File: src/rtl/display_pkg.sv
// Shared types and constants for the two-digit seven-segment display multiplexer.
// Segment codes are active-low, bit 0 = a ... bit 6 = g.
package display_pkg;

  typedef enum logic [1:0] {
    SHOW0  = 2'd0,
    BLANK0 = 2'd1,
    SHOW1  = 2'd2,
    BLANK1 = 2'd3
  } mux_state_t;

  localparam logic [6:0] SEG_OFF = 7'h7F;
  localparam logic [1:0] AN_OFF  = 2'b11;

  localparam logic [6:0] SEG_TABLE [16] = '{
    7'h40, 7'h79, 7'h24, 7'h30, 7'h19, 7'h12, 7'h02, 7'h78,
    7'h00, 7'h10, 7'h08, 7'h03, 7'h46, 7'h21, 7'h06, 7'h0E
  };

endpackage

File: src/rtl/display_mux_ctrl_seg_decoder.sv
// Combinational hex to active-low seven-segment decoder; zero latency, no flow control.
module seg_decoder
  import display_pkg::*;
(
  input  logic [3:0] hex,
  output logic [6:0] seg_n
);

  assign seg_n = SEG_TABLE[hex];

endmodule

File: src/rtl/display_mux_ctrl.sv
// Two-digit display time-multiplexer; all outputs registered, change on the state edge; no backpressure.
// DISPLAY_BLANK_EN adds all-off BLANK0/BLANK1 slots between digits; undefined gives a direct SHOW0<->SHOW1 swap.
module display_mux_ctrl
  import display_pkg::*;
#(
  parameter int DWELL_CYCLES = 24000,
  parameter int BLANK_CYCLES = 240
) (
  input  logic       int_osc,
  input  logic       reset,
  input  logic [3:0] s0,
  input  logic [3:0] s1,
  output logic [6:0] seg,
  output logic [1:0] an,
  output logic       frame_done
);

`ifdef DISPLAY_BLANK_EN
  localparam int         MAX_N       = (DWELL_CYCLES > BLANK_CYCLES) ? DWELL_CYCLES : BLANK_CYCLES;
  localparam mux_state_t RESET_STATE = BLANK1;
`else
  localparam int         MAX_N       = DWELL_CYCLES;
  localparam mux_state_t RESET_STATE = SHOW1;
`endif
  localparam int CW = (MAX_N > 1) ? $clog2(MAX_N) : 1;

  localparam logic [CW-1:0] DWELL_LAST = CW'(DWELL_CYCLES - 1);
  localparam logic [CW-1:0] BLANK_LAST = CW'(BLANK_CYCLES - 1);

  mux_state_t    state_q, state_d;
  logic [CW-1:0] cnt_q, cnt_d;
  logic [CW-1:0] last_val;
  logic          last;
  logic [3:0]    dig0_q, dig0_d, dig1_q, dig1_d;
  logic [3:0]    dec_in;
  logic [6:0]    dec_out;
  logic [6:0]    seg_q, seg_d;
  logic [1:0]    an_q, an_d;
  logic          frame_done_q, frame_done_d;

  always_comb begin
    last_val = BLANK_LAST;
    if (state_q == SHOW0 || state_q == SHOW1) last_val = DWELL_LAST;
    last    = (cnt_q == last_val);
    cnt_d   = last ? '0 : cnt_q + 1'b1;
    state_d = state_q;
    if (last) begin
`ifdef DISPLAY_BLANK_EN
      case (state_q)
        SHOW0:   state_d = BLANK0;
        BLANK0:  state_d = SHOW1;
        SHOW1:   state_d = BLANK1;
        default: state_d = SHOW0;
      endcase
`else
      state_d = (state_q == SHOW0) ? SHOW1 : SHOW0;
`endif
    end
    // Digits are sampled only on the edge that enters their slot.
    dig0_d = dig0_q;
    dig1_d = dig1_q;
    if (last && state_d == SHOW0) dig0_d = s0;
    if (last && state_d == SHOW1) dig1_d = s1;
  end

  assign dec_in = (state_d == SHOW1) ? dig1_d : dig0_d;

  seg_decoder u_dec (
    .hex   (dec_in),
    .seg_n (dec_out)
  );

  // Outputs only move on a state change, so the post-reset slot stays dark until SHOW0.
  always_comb begin
    an_d         = an_q;
    seg_d        = seg_q;
    frame_done_d = 1'b0;
    if (last) begin
      case (state_d)
        SHOW0: begin
          an_d         = 2'b10;
          seg_d        = dec_out;
          frame_done_d = 1'b1;
        end
        SHOW1: begin
          an_d  = 2'b01;
          seg_d = dec_out;
        end
        default: begin
          an_d  = AN_OFF;
          seg_d = SEG_OFF;
        end
      endcase
    end
  end

  always_ff @(posedge int_osc or negedge reset) begin
    if (!reset) begin
      state_q      <= RESET_STATE;
      cnt_q        <= '0;
      dig0_q       <= 4'h0;
      dig1_q       <= 4'h0;
      an_q         <= AN_OFF;
      seg_q        <= SEG_OFF;
      frame_done_q <= 1'b0;
    end else begin
      state_q      <= state_d;
      cnt_q        <= cnt_d;
      dig0_q       <= dig0_d;
      dig1_q       <= dig1_d;
      an_q         <= an_d;
      seg_q        <= seg_d;
      frame_done_q <= frame_done_d;
    end
  end

  assign seg        = seg_q;
  assign an         = an_q;
  assign frame_done = frame_done_q;

endmodule

File: config.mk
export PLATFORM = sky130hd
export DESIGN_NAME = display_mux_ctrl
export DESIGN_NICKNAME = d
export VERILOG_FILES = /design/src/rtl/display_pkg.sv /design/src/rtl/display_mux_ctrl_seg_decoder.sv /design/src/rtl/display_mux_ctrl.sv
export SDC_FILE = /design/constraint.sdc
export NUM_CORES = 1
export LEC_CHECK = 0
export CAP_MARGIN = 30
export CELL_PAD_IN_SITES_DETAIL_PLACEMENT = 1
export CELL_PAD_IN_SITES_GLOBAL_PLACEMENT = 1
export CORE_ASPECT_RATIO = 1.1
export CORE_UTILIZATION = 44
export DETAILED_ROUTE_END_ITERATION = 7
export GPL_TIMING_DRIVEN = 0
export HOLD_SLACK_MARGIN = 0.02
export PLACE_DENSITY_LB_ADDON = 0.1
export SKIP_CTS_REPAIR_TIMING = 1
export SLEW_MARGIN = 10
export SYNTH_ARGS = -nofsm -noshare
export SYNTH_HDL_FRONTEND = slang
export SYNTH_SLANG_ARGS = --single-unit
File: constraint.sdc
create_clock -name int_osc -period 3.5 [get_ports int_osc]
set_input_delay 0.7 -clock int_osc [delete_from_list [all_inputs] [get_ports int_osc]]
set_output_delay 0.7 -clock int_osc [all_outputs]
set_load 0.05 [all_outputs]
==> implementation parameters <==
Parameter                              Value

Status
  Run status    complete, no violations

Power
  Switching Fraction    0.223
  Part of the total power dissipated in the clock network    0.399
  Power per Cell Area    326 nW/um2
  Net switching power of the design    168 uW
  Largest vdd supply drop    approximately 0.19 mV
  Logic gate share of total power    0.057
  Cell leakage power    a little over 0.001 uW
  Internal Dissipation    586 uW
  Part of the power in registers    0.544

Finish
  Net count, final    240
  Highest-count cells in the layout ignoring fill and taps    25 x dfrtp_1, 20 x nor2_1, 18 x clkdlybuf4s50_1
  FILL cells    501
  Count of inserted antenna diode cells    0
  P&R area growth vs syn    18.2%
  Share of final-layout standard cells stronger than drive strength 1    0.161
  Commonest non-fill, non-tap cell in the layout    dfrtp_1
  Final standard cell utilization of the core    0.540
  Design area    2310 um2

Critical path
  Worst EP arrival    about 3.4 ns
  Startpoint-to-endpoint class of the critical path    reg -> reg
  Worst R2R End    seg[0]
  Register-to-register setup slack    between 0.3 and 0.4 ns
  Worst-path maximum fanout    7
  Startpoint of the most critical register-to-register path    cnt_q[11]
  CP Launch Type    flop
  Capturing element type of the critical path    flop
  Depth of the most critical reg-to-reg path    9
  Crit path required time    3.71 ns

Drt
  Pre-antenna DRT Iters    4
  Via density    5.37
  Antenna-violating nets left    0
  Initial DRC Count    54
  Detailed-route wire length    4.30 mm
  Average wire per cell in the routed design    15.5 um
  Routed via count    1492
  Total DRC errors in the routed layout    0

Placed design
  Buffers on Ports    19
  Placement Setup Slack    -0.0633 ns
  RePlAce Congestion    0.883
  Post-place instance area    2210 um2
  DP Wirelength    3.28 mm

Die
  Die Height    72.0 um
  Core region area    4290 um2
  Area of the die    roughly 4700 um2
  Die Span X    65.6 um
  Total I/O pin count    20
  Starting Density    0.457
  # rows    25

Global route
  Global-route wire length before repair    7.69 mm
  Overall global routing resource usage    0.214
  Total congestion overflow after global routing    0
  Via count of the first global-routing pass    1668
  Antenna violations before repair    0
  Largest net degree at the start of global routing    36

Min path
  Critical hold path startpoint    an[0]
  Terminating pin of the worst hold path    an[0]
  Worst min-delay path category    reg -> reg
  Count of cells along the worst hold path    2

Timing
  Worst-Margin Slew    0.775 ns
  Peak clock frequency supported by timing    319 MHz
  RSZ-0062 raised after global routing    false
  Worst setup margin    approximately 0.37 ns
  Final hold slack    approximately 0.47 ns
  Min Tclk post-route    between 3 and 4 ns
  Max-slew violation count    0
  Max_slew headroom    0.483
  Final period util    0.895
  Final setup violation count    0
  Fin Clk Skew    0.00639 ns
  Total count of hold-check failures in the final report    0

Logic synthesis
  Library cells used by synthesis    50
  Area of the mapped netlist    just under 2000 um2
  Cell count after synthesis    197
  Synthesized-area fraction occupied by adder cells    0.0447
  Dominant combinational cell family by area after synthesis    simple AND/OR/NAND/NOR gates
  Portion of synthesized cell area occupied by the leading cell type    0.319
  Top flip-flop cell by instance count after synthesis    dfrtp_1
  Yosys Warn Count    0
  Largest cells by area after synthesis    dfrtp_1 32%, dfstp_2 13%, ha_1 4.5%
  Proportion of register bits with asynchronous set or reset after synthesis    1.00
  XOR/XNOR Fraction of Synth Area    0.0581
  Synthesized net count    214
  Post-synthesis sequential area ratio    0.454
  Share of the synthesized area in compound gates (AO/OA/AOI/OAI)    0.121
  Average cell area after synthesis    between 9 and 10 um2
  Share of synthesized cell area in and, or, nand and nor gates    0.214
  Mux contribution to synthesized area    0.0479
  Cell accounting for the most synthesized area    dfrtp_1
  EDFF count, synth    0
  Post-synthesis register bit count    35

Clock network
  CTS tree    yes
  H-Tree Level Count    2
  Clock buffer depth    2
  Root Buffer    clkbuf_8
  Cts bufs inserted    5
  Clock slew seen by the registers of the worst setup and hold paths    ~0.070 ns
  Worst skew pair latency    0.29 ns
  Num Clock Sinks    35

Flow run
  Max-capacitance violation count    0
==> worst max-delay path: stages, from the launching register on <==
cell	delay, ns
dfrtp_1	0.42
or4_4	0.56
o41ai_2	0.38
nand4_1	0.30
mux2i_1	0.27
mux2_2	0.29
inv_1	0.09
ha_1	0.25
o31a_1	0.31
a22o_1	0.19
==> final cells by class <==
class	instances	area, um2	area share
inverter	15	56.3	0.0243
timing repair buffer	19	185	0.0800
clock inverter	1	5.00	0.00216
multi-input combinational	140	963	0.416
sequential	35	888	0.384
buffer	7	62.6	0.0270
clock buffer	7	86.3	0.0373
tap	54	67.6	0.0292
==> metrics by stage <==
| stage | total power [uW] | TNS (ns) | std cells |
|---|---|---|---|
| after global placement | 460 | -0.0354 | 270 |
| after detailed placement | 462 | -0.0633 | 270 |
| final | 754 | 0 | 278 |
| after CTS | 763 | -0.101 | 278 |
| after global routing | 781 | 0 | 278 |
| after floorplan | 437 | 0 | 197 |
==> power by group through the flow <==
stage	clock network (uW)	registers, uW	logic [uW]
floorplan	0	422	14.6
global placement	0	418	42.3
detailed placement	0	418	43.7
CTS	309	411	43.9
global route	322	411	48.3
finish	301	411	43.0
==> cells in the mapped netlist, types with 2 or more instances <==
cell type,count
xnor2_1,4
and2_0,2
nor2_1,20
a31oi_1,4
nand2_1,13
a21o_1,2
mux2_2,3
ha_1,7
dfrtp_1,25
clkbuf_1,3
o21a_1,3
o31a_1,2
nand4_1,7
a21oi_1,4
xor2_1,9
and2_1,6
and3_1,3
mux2i_1,6
inv_1,15
dfstp_2,10
o31ai_1,3
o21ai_0,5
nand3_1,13
or4_4,2
==> sequential cells by signal, summed over array words and instances, names as in the netlist <==
name and flops:
an 2, cnt_q 15, dig0_q 4, dig1_q 4
frame_done 1, seg 7, state_q 2
==> cell families (layout without fill, tap and decap cells) <==
family          Yosys count  after routing
simple gates             78             78
flops                    35             35
compound gates           33             33
buf+inv                  22             49
xor+xnor                 13             13
mux                       9              9
fa+ha+maj                 7              7
==> layer usage <==
metal | part of all wire | global-route usage | wire length (um)
met1 | 0.43 | 0.244 | 1850
met2 | 0.53 | 0.391 | 2290
met3 | 0.020 | 0.0440 | 86
met4 | 0.016 | 0.0725 | 68
met5 | 0 | 0 | 0
==> worst max-delay path by stage <==
stage / slack (ns) / end / from
after floorplan: 0.46 / seg[5] / cnt_q[11]
after global placement: -0.04 / seg[5] / cnt_q[11]
after detailed placement: -0.06 / seg[5] / cnt_q[11]
after CTS: -0.09 / seg[5] / cnt_q[11]
after global routing: 0.04 / seg[5] / cnt_q[0]
final: 0.37 / seg[0] / cnt_q[11]
Power figures use the tool's default switching activity.
==> patch 1 (same flow settings) <==
Set the parameter `DWELL_CYCLES` to 48000 (it was 24000).
--- a/src/rtl/display_mux_ctrl.sv
+++ b/src/rtl/display_mux_ctrl.sv
@@ -3,7 +3,7 @@
 module display_mux_ctrl
   import display_pkg::*;
 #(
-  parameter int DWELL_CYCLES = 24000,
+  parameter int DWELL_CYCLES = 48000,
   parameter int BLANK_CYCLES = 240
 ) (
   input  logic       int_osc,
Formal check against the unedited RTL: no difference found for any inputs over 10 cycles, from zero or initial values and one cycle with reset low; that may be too few to reach the edited logic, so the function may still have changed.
==> patch 1 against the unedited design <==
The run now ends with negative setup slack left; critical path type unchanged; synthesized area up 4.0%; design area up 12%; count of clock-buffer cells in the layout shrank 1; final cell count rose by 5.8%; setup slack got worse by 420 ps; highest routed layer unchanged; sequential cell count increased by 1; wire length increased by 25%.
Power is not compared: it rests on default switching activity, and its combinational part moved more than twofold at a synthesized area within 25%.
==> patch 1: results (changes against the unedited design) <==
outcome: "finished with violations"
violations: "negative setup slack"
grt_usage_pct: 21.85  # +0.50 points
place_ws_ps: -546.8  # -483.5 ps
slowest_stage: "or4_1"
drive_gt1_share_pct: 23.33  # +7.3 points
dp_hpwl_um: 3467  # +5.7%
cp_data_arrival_time_ps: 3760  # +410 ps
slowest_delay_ps: 530  # -30 ps
synthTopCellsByArea: "dfrtp_1 32%, dfstp_2 13%, mux2i_1 7.4%, nor2_1 4.6%, ha_1 4.3%"
grt_max_degree: 37  # +2.8%
synth_fp_nets: 215  # +0.47%
post-route-worst-setup-slack_ps: -49.81  # -416.0 ps
fin_skew_ps: 5.178  # -1.210 ps
drt-initial-drc-count: 84  # +56%
largest_reg_flops: 16  # +1
rr_worst_depth: 12  # +3
drt-vias-per-instance: 5.561  # +3.6%
min_path_type: "reg -> reg"
crit_path_start: "cnt_q[13]"
core_mm2: 0.004379  # +2.2%
rr_endpoint: "seg[3]"
place_congestion: 0.8440  # -4.4%
netlist-cell-type-count: 52  # +4.0%
grt_pass1_vias: 1637  # -1.9%
setup_violations: 3  # +3
nets: 256  # +6.7%
seq_area_frac_synth_pct: 44.84  # -0.53 points
routedWlPerCell_um: 18.27  # +18%
grt_first_pass_wirelength_um: 7845  # +2.0%
n_fill_cell: 487  # -2.8%
critPathMaxFanout: 8  # +1
ys_top_cells_by_count: "26 x dfrtp_1, 25 x nor2_1, 16 x inv_1"
slew_headroom_pct: 45.28  # -3.0 points
[patch 1: cell families after synthesis]
logic type               count (synthesis)  synth area share [%]
AO/OA/AOI/OAI                           33                 14.62
multiplexers                            19                 9.766
flip-flops                              36                 44.84
adder cells (fa/ha/maj)                  7                 4.300
buffers and inverters                   24                 4.791
AND/OR/NAND/NOR                         64                 15.23
XOR/XNOR                                15                 6.450
[patch 1: report_power, final]
part,internal (W),total (W),switching [W]
registers,0.000416,0.000416,0
clock network,0.000157,0.000317,0.000159
logic,0.00000904,0.0000196,0.0000106
total,0.000582,0.000753,0.000170
[patch 1: worst min path at each step]
| stage | start | endpoint | depth (start not counted) |
|---|---|---|---|
| after detailed placement | cnt_q[0] | cnt_q[0] | 1 |
| final | cnt_q[0] | cnt_q[0] | 1 |
| after global routing | cnt_q[0] | cnt_q[0] | 1 |
| after floorplan | reset | cnt_q[0] | 0 |
| after global placement | cnt_q[0] | cnt_q[0] | 1 |
| after CTS | cnt_q[0] | cnt_q[0] | 1 |
[patch 1: per-stage QoR]
stage          setup TNS (ps)  instance area, um2  std cells  power [W]  hold WS [ps]
4_1_cts                 -2515                2407        279  0.0007592         466.0
5_1_grt                -673.6                2584        294  0.0007798         482.2
6_report               -68.23                2584        294  0.0007526         463.1
2_1_floorplan               0                2062        198  0.0004254         404.4
3_3_place_gp            -1706                2320        271  0.0004442         448.6
3_5_place_dp            -2367                2315        271  0.0004443         455.4
[patch 1: critical path, delay by kind of cell (launching register included)]
family / cells / cell delay, ps
compound gates: 3 / 640
simple gates: 3 / 1130
flops: 1 / 410
mux: 3 / 900
fa+ha+maj: 1 / 140
buf+inv: 2 / 240
[patch 1: cell type report]
cell class / count / share of cell area (%)
sequential: 36 / 35.35
timing repair buffer: 36 / 12.59
clock buffer: 6 / 3.196
inverter: 17 / 2.663
buffer: 5 / 0.7264
tap: 54 / 2.615
multi-input combinational: 138 / 42.47
clock inverter: 2 / 0.3874
[patch 1: metal layers]
metal | part of all wire (%) | global-route usage (%)
met3 | 2.4 | 5.280
met2 | 54 | 37.37
met1 | 42 | 24.80
met5 | 0 | 0
met4 | 1.9 | 11.82
==> patch 2 (same flow settings) <==
Without the edit above. Encoding of `mux_state_t`: now Gray code (2 bits for 4 states).
--- a/src/rtl/display_pkg.sv
+++ b/src/rtl/display_pkg.sv
@@ -3,10 +3,10 @@
 package display_pkg;
 
   typedef enum logic [1:0] {
-    SHOW0  = 2'd0,
-    BLANK0 = 2'd1,
-    SHOW1  = 2'd2,
-    BLANK1 = 2'd3
+    SHOW0  = 2'b00,
+    BLANK0 = 2'b01,
+    SHOW1  = 2'b11,
+    BLANK1 = 2'b10
   } mux_state_t;
 
   localparam logic [6:0] SEG_OFF = 7'h7F;
Behaviour: no difference found for any inputs over 10 cycles, from zero or initial values and one cycle with reset low; not proved beyond that.
==> patch 2 against the unedited design <==
Setup slack worse by 210 ps; sequential cell count unchanged; wire length up 0.74%; hold slack worse by 5.8 ps; design area up 1.5%; highest routed layer unchanged; core utilization up 3.5 points; synthesized area down 1.7%; largest cell class unchanged; critical path depth up 4; via count down 7.2%.
Power is not compared: it rests on default switching activity, and its combinational part moved more than twofold at a synthesized area within 25%.
==> patch 2: results (changes against the unedited design) <==
outcome: "completed"
dpl_cell_area_mm2: 0.002176  # -1.6%
grt_usage_pct: 21.43  # +0.081 points
drive_gt1_share_pct: 21.60  # +5.5 points
drt-initial-drc-count: 60  # +11%
nets: 230  # -4.2%
critPathMaxFanout: 5  # -2
hold_path_end: "an[1]"
grt_pass1_vias: 1517  # -9.1%
rrSetupSlack_ps: 160  # -210 ps
ys_top_cells_by_count: "24 x dfrtp_1, 20 x nor2_1, 16 x nand2_1"
cp_data_arrival_time_ps: 3560  # +210 ps
crit_path_start: "state_q[0]"
endpoint: "seg[3]"
synthTopCellsByArea: "dfrtp_1 31%, dfstp_2 15%, ha_1 5.2%, mux2i_1 5.2%, xor2_1 4.5%"
tightestPinTransition_ps: 888.4  # +113.2 ps
fin_skew_ps: 6.001  # -0.3864 ps
synth_fp_nets: 195  # -8.9%
rr_worst_depth: 13  # +4
crit_family: "simple AND/OR/NAND/NOR gates"
synthXorXnorAreaFrac_pct: 5.913  # +0.098 points
placedCellCount: 248  # -8.1%
netlist-cell-type-count: 44  # -12%
drt-vias-per-instance: 5.226  # -2.6%
synth_adder_area_share_pct: 5.198  # +0.73 points
place_congestion: 0.7922  # -10%
dp_hpwl_um: 3060  # -6.7%
worstHoldStart: "an[1]"
synth_compound_area_share_pct: 9.942  # -2.2 points
place_ws_ps: -152.5  # -89.19 ps
slowest_stage: "dfstp_2"
grt_first_pass_wirelength_um: 7403  # -3.8%
==> patch 2: cell count changes in the layout (fill, tap and decap cells not counted), moves of 3 or more <==
| cell | before | now |
|---|---|---|
| and3_1 | 3 | 0 |
| mux2_2 | 3 | 0 |
| nand2_1 | 13 | 16 |
| buf_6 | 0 | 3 |
| buf_4 | 0 | 9 |
| mux2i_4 | 0 | 3 |
| nand3_1 | 13 | 6 |
| and2_1 | 6 | 2 |
| nand4_1 | 7 | 4 |
| o31ai_1 | 3 | 0 |
==> patch 2: cell type report <==
cell class	instances	area, um2
fill	464	1735
multi-input combinational	122	952.2
sequential	35	889.6
timing repair buffer	28	252.7
clock buffer	8	80.08
tap	52	65.06
inverter	15	56.30
buffer	5	52.55
==> patch 2: metal layers <==
| metal | track usage (%) | part of all wire [%] | routed length, um |
|---|---|---|---|
| met4 | 7.971 | 1.3 | 58 |
| met3 | 4.777 | 2.3 | 98 |
| met2 | 38.54 | 54 | 2342 |
| met1 | 24.64 | 42 | 1829 |
| met5 | 0 | 0 | 0 |
